**config.mk**
```make
export PLATFORM = sky130hd
export DESIGN_NAME = min_max_array_loader_flat
export DESIGN_NICKNAME = d
export VERILOG_FILES = /design/src/rtl/min_max_array_loader_if.sv /design/src/rtl/min_max_array_loader.sv /design/src/flat_wrapper.sv
export SDC_FILE = /design/constraint.sdc
export NUM_CORES = 1
export LEC_CHECK = 0
export BUFFER_PORTS_ARGS = -buffer_cell sky130_fd_sc_hd__buf_2
export CAP_MARGIN = 0
export CORE_MARGIN = 1
export CORE_UTILIZATION = 63
export DETAILED_ROUTE_END_ITERATION = 8
export PLACE_DENSITY_LB_ADDON = 0.25
export SYNTH_ARGS = -nofsm -noshare
export SYNTH_HDL_FRONTEND = slang
export SYNTH_SLANG_ARGS = --single-unit
export TNS_END_PERCENT = 30
```
**constraint.sdc**
```tcl
create_clock -name Clk -period 5.2 [get_ports Clk]
set_input_delay 1.04 -clock Clk [delete_from_list [all_inputs] [get_ports Clk]]
set_output_delay 1.04 -clock Clk [all_outputs]
set_load 0.005 [all_outputs]
```
**src/rtl/min_max_array_loader_if.sv**
```systemverilog
// Bundles the loader's stream, finder-side and result signals into one port.
// Latency: none (wiring only).
// Backpressure: carried by Din_valid/Din_ready; the result side holds until Result_ack.
interface min_max_array_loader_if #(
  parameter int W  = 8,
  parameter int AW = 4
);
  logic          Go;
  logic [W-1:0]  Din;
  logic          Din_valid;
  logic          Din_ready;
  logic [AW-1:0] Rd_addr;
  logic [W-1:0]  Rd_data;
  logic          Start_out;
  logic          Finder_done;
  logic [W-1:0]  Max_in;
  logic [W-1:0]  Min_in;
  logic [W-1:0]  Max_out;
  logic [W-1:0]  Min_out;
  logic [W-1:0]  Range_out;
  logic          Result_valid;
  logic          Result_ack;
  logic          Error;
  logic          Qi, Ql, Qs, Qw, Qr;

  // Environment side: the producer, the finder and the result consumer.
  modport master (
    output Go, Din, Din_valid, Rd_addr, Finder_done, Max_in, Min_in, Result_ack,
    input  Din_ready, Rd_data, Start_out, Max_out, Min_out, Range_out,
           Result_valid, Error, Qi, Ql, Qs, Qw, Qr
  );

  // Loader side.
  modport slave (
    input  Go, Din, Din_valid, Rd_addr, Finder_done, Max_in, Min_in, Result_ack,
    output Din_ready, Rd_data, Start_out, Max_out, Min_out, Range_out,
           Result_valid, Error, Qi, Ql, Qs, Qw, Qr
  );
endinterface

```
**src/rtl/min_max_array_loader.sv**
```systemverilog
// Loads N bytes into a local array, launches the min/max finder and captures Max/Min/Range.
// Latency: LAUNCH on the edge of the last accept; results valid 1 cycle after Finder_done.
// Backpressure: Din_ready only in LOAD; results held in RESULT until Result_ack.
module min_max_array_loader #(
  parameter int N       = 16,
  parameter int W       = 8,
  parameter int AW      = 4,
  parameter int TIMEOUT = 64
) (
  input  logic                 Clk,
  input  logic                 Reset,
  min_max_array_loader_if.slave bus
);
  localparam logic [4:0] S_IDLE   = 5'b00001;
  localparam logic [4:0] S_LOAD   = 5'b00010;
  localparam logic [4:0] S_LAUNCH = 5'b00100;
  localparam logic [4:0] S_WAIT   = 5'b01000;
  localparam logic [4:0] S_RESULT = 5'b10000;

  localparam int            CW       = $clog2(TIMEOUT);
  localparam logic [CW-1:0] CNT_LAST = CW'(TIMEOUT - 1);
  localparam logic [AW-1:0] PTR_LAST = AW'(N - 1);

  logic [4:0]    state;
  logic [AW-1:0] wptr;
  logic [CW-1:0] cnt;
  logic [W-1:0]  mem [N];
  logic [W-1:0]  max_q, min_q, range_q;
  logic          error_q;
  logic          accept;

  // A byte is taken only while loading; reset blocks a write on its own edge.
  assign accept = (state == S_LOAD) && bus.Din_valid && !Reset;

  // Control FSM, write pointer, timeout counter and result capture.
  always_ff @(posedge Clk) begin
    if (Reset) begin
      state   <= S_IDLE;
      wptr    <= '0;
      cnt     <= '0;
      max_q   <= '0;
      min_q   <= '0;
      range_q <= '0;
      error_q <= 1'b0;
    end else begin
      case (state)
        S_IDLE: begin
          if (bus.Go) begin
            wptr  <= '0;
            state <= S_LOAD;
          end
        end
        S_LOAD: begin
          if (bus.Din_valid) begin
            wptr <= wptr + 1'b1;
            if (wptr == PTR_LAST) state <= S_LAUNCH;
          end
        end
        S_LAUNCH: begin
          cnt   <= '0;
          state <= S_WAIT;
        end
        S_WAIT: begin
          cnt <= cnt + 1'b1;
          // A done seen on the final counted cycle still wins over the timeout.
          if (bus.Finder_done) begin
            max_q   <= bus.Max_in;
            min_q   <= bus.Min_in;
            range_q <= bus.Max_in - bus.Min_in;
            error_q <= 1'b0;
            state   <= S_RESULT;
          end else if (cnt == CNT_LAST) begin
            max_q   <= '0;
            min_q   <= '0;
            range_q <= '0;
            error_q <= 1'b1;
            state   <= S_RESULT;
          end
        end
        S_RESULT: begin
          if (bus.Result_ack) state <= S_IDLE;
        end
        default: state <= S_IDLE;
      endcase
    end
  end

  // Array storage; contents survive reset and change only during LOAD.
  always_ff @(posedge Clk) begin
    if (accept) mem[wptr] <= bus.Din;
  end

  assign bus.Rd_data      = mem[bus.Rd_addr];
  assign bus.Din_ready    = (state == S_LOAD);
  assign bus.Start_out    = (state == S_LAUNCH);
  assign bus.Result_valid = (state == S_RESULT);
  assign bus.Max_out      = max_q;
  assign bus.Min_out      = min_q;
  assign bus.Range_out    = range_q;
  assign bus.Error        = error_q;
  assign bus.Qi           = (state == S_IDLE);
  assign bus.Ql           = (state == S_LOAD);
  assign bus.Qs           = (state == S_LAUNCH);
  assign bus.Qw           = (state == S_WAIT);
  assign bus.Qr           = (state == S_RESULT);
endmodule

```
**src/flat_wrapper.sv**
```systemverilog
// flat-port wrapper written by rule: the top's interface ports become plain ports
module min_max_array_loader_flat 
#(
  parameter int N       = 16,
  parameter int W       = 8,
  parameter int AW      = 4,
  parameter int TIMEOUT = 64
)
  (Clk, Reset, bus_Go, bus_Din, bus_Din_valid, bus_Rd_addr, bus_Finder_done, bus_Max_in, bus_Min_in, bus_Result_ack, bus_Din_ready, bus_Rd_data, bus_Start_out, bus_Max_out, bus_Min_out, bus_Range_out, bus_Result_valid, bus_Error, bus_Qi, bus_Ql, bus_Qs, bus_Qw, bus_Qr);
  min_max_array_loader_if #(.W(W), .AW(AW)) bus_i ();
  input  logic Clk;
  input  logic Reset;
  input wire logic [$bits(bus_i.Go)-1:0] bus_Go;
  input wire logic [$bits(bus_i.Din)-1:0] bus_Din;
  input wire logic [$bits(bus_i.Din_valid)-1:0] bus_Din_valid;
  input wire logic [$bits(bus_i.Rd_addr)-1:0] bus_Rd_addr;
  input wire logic [$bits(bus_i.Finder_done)-1:0] bus_Finder_done;
  input wire logic [$bits(bus_i.Max_in)-1:0] bus_Max_in;
  input wire logic [$bits(bus_i.Min_in)-1:0] bus_Min_in;
  input wire logic [$bits(bus_i.Result_ack)-1:0] bus_Result_ack;
  output wire logic [$bits(bus_i.Din_ready)-1:0] bus_Din_ready;
  output wire logic [$bits(bus_i.Rd_data)-1:0] bus_Rd_data;
  output wire logic [$bits(bus_i.Start_out)-1:0] bus_Start_out;
  output wire logic [$bits(bus_i.Max_out)-1:0] bus_Max_out;
  output wire logic [$bits(bus_i.Min_out)-1:0] bus_Min_out;
  output wire logic [$bits(bus_i.Range_out)-1:0] bus_Range_out;
  output wire logic [$bits(bus_i.Result_valid)-1:0] bus_Result_valid;
  output wire logic [$bits(bus_i.Error)-1:0] bus_Error;
  output wire logic [$bits(bus_i.Qi)-1:0] bus_Qi;
  output wire logic [$bits(bus_i.Ql)-1:0] bus_Ql;
  output wire logic [$bits(bus_i.Qs)-1:0] bus_Qs;
  output wire logic [$bits(bus_i.Qw)-1:0] bus_Qw;
  output wire logic [$bits(bus_i.Qr)-1:0] bus_Qr;
  assign bus_i.Go = bus_Go;
  assign bus_i.Din = bus_Din;
  assign bus_i.Din_valid = bus_Din_valid;
  assign bus_i.Rd_addr = bus_Rd_addr;
  assign bus_i.Finder_done = bus_Finder_done;
  assign bus_i.Max_in = bus_Max_in;
  assign bus_i.Min_in = bus_Min_in;
  assign bus_i.Result_ack = bus_Result_ack;
  assign bus_Din_ready = bus_i.Din_ready;
  assign bus_Rd_data = bus_i.Rd_data;
  assign bus_Start_out = bus_i.Start_out;
  assign bus_Max_out = bus_i.Max_out;
  assign bus_Min_out = bus_i.Min_out;
  assign bus_Range_out = bus_i.Range_out;
  assign bus_Result_valid = bus_i.Result_valid;
  assign bus_Error = bus_i.Error;
  assign bus_Qi = bus_i.Qi;
  assign bus_Ql = bus_i.Ql;
  assign bus_Qs = bus_i.Qs;
  assign bus_Qw = bus_i.Qw;
  assign bus_Qr = bus_i.Qr;
  min_max_array_loader #(.N(N), .W(W), .AW(AW), .TIMEOUT(TIMEOUT)) u_core (.Clk(Clk), .Reset(Reset), .bus(bus_i));
endmodule
```
# Word level (Yosys, flattened, before mapping)
# Memory sizes are Yosys's and may differ from the RTL's.
# Cells that the tools add are included.
# word_totals
reg_bits	40
latchBits	0
ram_bits	128
romBits	0
inputBits	34
out_inout_bits	41
wordCells	51
n_memories	1
# memory_table
name	words	width	read_ports	rd_clocked_by_memory_dff	wr	line_no	rtl
u_core.mem	16	8	1	0	1	min_max_array_loader.sv:27	logic [W-1:0] mem [N];
# op_classes
add_sub_neg	3
mul	0
n_div	0
order_cmp	0
eq_ne	12
shifts	0
mux	19
bitwise	0
reduce_logical	9
# ops
cell	n
8-bit 2-to-1 mux	4
5-bit 2-to-1 mux	6
5-bit one-hot mux with 5 select lines	1
6-bit one-hot mux with 2 select lines	1
4-bit 2-to-1 mux	2
4-bit one-hot mux with 2 select lines	1
8-bit subtractor	1
6-bit by 1-bit adder with 6-bit output (second input constant)	1
6-bit equality test (second input constant)	1
2-bit != test (second input constant)	3
2-bit nonzero test	3
5-bit by 1-bit equality test with 1-bit output (second input constant)	1
5-bit by 2-bit equality test with 1-bit output (second input constant)	1
5-bit by 3-bit equality test with 1-bit output (second input constant)	1
5-bit by 4-bit equality test with 1-bit output (second input constant)	1
5-bit equality test (second input constant)	1
5-bit AND reduction	1
4-bit by 1-bit adder with 4-bit output (second input constant)	1
4-bit equality test (second input constant)	1
1-bit 2-to-1 mux	4
3-bit by 2-bit != test with 1-bit output (second input constant)	1
3-bit AND reduction	1
1-bit logical AND	2
2-bit by 1-bit != test with 1-bit output (second input constant)	1
other kinds (2)	2

# Depth between registers and ports, before layout
# depth
word_depth	5
depth_mapped	9
ltp_nobuf	9

# Least setup slack after synthesis
# No wires, ideal clock.
# synth_path
kind	in2out
from	input port bus_Rd_addr[0]
to	output port bus_Rd_data[0]
t_arrival_ns	2.285
required_ns	4.160
slack_ns	1.875
stages	4
n_path_buf	2
path_cell_list	buf_6 > buf_8 > mux4_1 > mux4_2
# synth_between
elab_chain_cells	1
# synth_lines
element	line_no	rtl
start, declared	flat_wrapper.sv:16	input wire logic [$bits(bus_i.Rd_addr)-1:0] bus_Rd_addr;
memory 16 x 8 bit	-	
end, declared	flat_wrapper.sv:22	output wire logic [$bits(bus_i.Rd_data)-1:0] bus_Rd_data;
# No other way between the ends.

# Final worst setup path
# layout_path
from	input port bus_Rd_addr[0]
to	output port bus_Rd_data[3]
# Same word-level chain as after synthesis.

==> summary.md <==
| Metric | Value |
|---|---|
| Detailed-route via count | `4108` |
| Synth top area cells | `edfxtp_1 (55%), dfxtp_1 (11%), mux4_1 (9.0%)` |
| Leak | `2.898 nW` |
| # clock sinks | `168` |
| CP endpoint kind | `output port` |
| Post CTS Setup Buffer Count | `0` |
| PwrDens | `348.8 nW/µm²` |
| Commonest non-fill, non-tap cell in the layout | `edfxtp_1` |
| Post-Syn Area per Cell | `16.15 µm²` |
| CP max stage cell | `buf_2` |
| Ys flop type | `edfxtp_1` |
| I/O pins | `75` |
| Post-CTS Resized | `0` |
| Largest net degree at the start of global routing | `41` |
| Final GP Congestion | `0.7671` |
| Worst VDD drop | `0.3036 mV` |
| Chip width | `107.2 µm` |
| Layout cells sized above 1 | `0.2490` |
| Setup-failing EPs final | `0` |
| Synth cell types | `48` |
| Total routed wirelength | `14830 µm` |
| Area growth syn-to-layout | `13.73%` |
| DR pass1 iterations | `5` |
| Max frequency | `242.4 MHz` |
| Outcome | `finished, final reports clean` |
| CP top delay family | `multiplexers` |
| Post-layout power | `2.768 mW` |
| Worst-Skew Late Latency | `0.53 ns` |
| Total track usage | `0.2796` |
| DRC | `0` |
| Worst R2R Start | `u_core.state[4]$_SDFFE_PP0P_` |
| Final Cell Area | `7936 µm²` |
| Final worst path period need | `4.126 ns` |
| Row count | `38` |
| Vias in the first global route | `4081` |
| Final setup TNS | `0 ns` |
| Port Buffers | `74` |
| RSZ-0062 raised after global routing | `no` |
| Max Root-Sink Buffers | `2` |
| Clock root buffer master | `clkbuf_8` |
| Syn Std Cell Area | `6978 µm²` |
| Grt ovf | `0` |
| Syn nets | `480` |
| Hold_buf cts | `0` |
| Reg2Reg Setup Slack | `2.69 ns` |
| Top-area cell type share of the netlist area | `0.5508` |
| WHS Path Cells | `2` |
| Clk slew on worst S/H paths | `0.06 ns` |
| Worst hold slack | `0.4763 ns` |
| CP most frequent cell | `buf_2` |
| 1st-iter DRT viols | `374` |
| Syn Inst Count | `432` |
| Die area | `11500 µm²` |
| CTS tree | `built` |
| R2R cell count | `5` |
| Final Skew | `0.006844 ns` |
| Post-synthesis sequential area ratio | `0.6656` |
| Min-delay worst type | `register to register` |
| CP cell instances | `buf_2 > mux4_1 > mux4_2 > buf_2` |
| CP required | `4.16 ns` |
| Post-synth EDFFs | `128` |
| Via/cell ratio | `6.281` |
| RR Endpoint | `u_core.mem[12][5]$_DFFE_PP_` |
| Max transition margin | `0.2178` |
| Detailed placement HPWL | `9019 µm` |
| Yosys reg bits | `168` |
| Core box area | `10790 µm²` |
| Ys async rst share | `0` |
| H-tree depth | `4` |
| Critical path peak fanout | `32` |
| CTS Buf Count | `17` |
| CP bufs+invs | `2` |
| Cell Area, Placed | `7385 µm²` |
| Initial antenna violation count | `0` |
| Die height | `107.2 µm` |
| Endpoint, Worst Hold | `u_core.bus.Error$_SDFFE_PP0P_` |
| Synth warn | `0` |
| Startpoint class of the critical path | `input pin` |
| Final Hold Viols | `0` |
| CP max stage delay | `0.71 ns` |
| Slew @ Worst Pin | `1.169 ns` |
| WL/cell | `22.67 µm` |
| Final Max Slew Viols | `0` |
| N_diodes | `0` |
| Most frequent cells in the layout | `edfxtp_1 (128), buf_2 (74), nor2_1 (54)` |
| Hold path start | `u_core.bus.Error$_SDFFE_PP0P_` |
| Fin nets | `549` |
| Fin crit share | `0.7934` |
| Critical path type | `input pin to output port` |
| Cell taking the most area after synthesis | `edfxtp_1` |
| Initial Util | `0.6465` |
| CP arrival | `3.09 ns` |
| First-pass GRT wire length | `22430 µm` |
| Max-Cap Viols | `0` |
| Detail Route Antenna Nets | `0` |
synth_stat cells (5+ instances only):
cell        n
edfxtp_1  128
nor2_1     54
dfxtp_1    40
mux4_1     24
a22oi_1    22
mux4_2     16
inv_1      14
a21oi_1    13
ha_1       13
nand2_1    13
nor3_1      8
o21ai_0     8
clkbuf_1    7
nand3_1     7
a211oi_1    5
buf_1       5
buf_4       5
final cells by class:
class                           count  area [µm²]
Sequential cell                   168        4644
Fill cell                         644        2856
Clock buffer                       18       417.9
Multi-Input combinational cell    225        2138
Timing Repair Buffer               74       370.4
Clock inverter                     14       133.9
Tap cell                          140       175.2
Inverter                           15       56.30
metrics by stage:
step           setup slack, ns    util  instances
6_report                 1.074  0.7353        654
3_3_place_gp             1.137  0.6842        622
5_1_grt                 0.9736  0.7353        654
4_1_cts                  1.056  0.7353        654
2_1_floorplan            1.875       -        432
3_5_place_dp             1.071  0.6842        622
sequential cells by signal (all words and copies together) (netlist names):
name and flops:
u_core.mem 128, u_core.bus.Min_out 8, u_core.bus.Max_out 8, u_core.cnt 6, u_core.state 5, u_core.wptr 4, u_core.bus.Error 1, u_core.bus.Range_out 8
worst min-delay path, stage by stage, from the launching register on:
cell      delay, ns
dfxtp_1        0.32
inv_1          0.05
a211oi_1       0.06
layer usage:
| metal | track usage | up-vias | wire (µm) |
|---|---|---|---|
| li1 | - | 1839 | - |
| met1 | 0.3384 | 2014 | 5617 |
| met2 | 0.4677 | 214 | 7558 |
| met3 | 0.08815 | 41 | 1257 |
| met4 | 0.1125 | 0 | 393 |
| met5 | 0 | - | 0 |
where the power goes:
part | internal [mW] | switching (mW)
Sequential | 1.44 | 0.00301
Combinational | 0.0638 | 0.0759
Clock | 0.676 | 0.507
Total | 2.18 | 0.586
cells by family after synthesis:
group / after synthesis / synth area share
multiplexers: 41 / 0.1436
AO/OA/AOI/OAI: 61 / 0.05864
AND/OR/NAND/NOR: 104 / 0.06885
flip-flops: 168 / 0.6656
XOR/XNOR: 5 / 0.006275
buffers and inverters: 39 / 0.03084
adder cells (fa/ha/maj): 14 / 0.02618
worst max path at each step:
stage	startpoint	endpoint	cells after the start	slack (ns)
2_1_floorplan	bus_Rd_addr[0]	bus_Rd_data[0]	4	1.88
3_3_place_gp	bus_Rd_addr[0]	bus_Rd_data[6]	4	1.14
3_5_place_dp	bus_Rd_addr[0]	bus_Rd_data[4]	4	1.07
4_1_cts	bus_Rd_addr[0]	bus_Rd_data[1]	4	1.06
5_1_grt	bus_Rd_addr[0]	bus_Rd_data[1]	4	0.97
6_report	bus_Rd_addr[0]	bus_Rd_data[3]	4	1.07
Power figures use the tool's default switching activity.
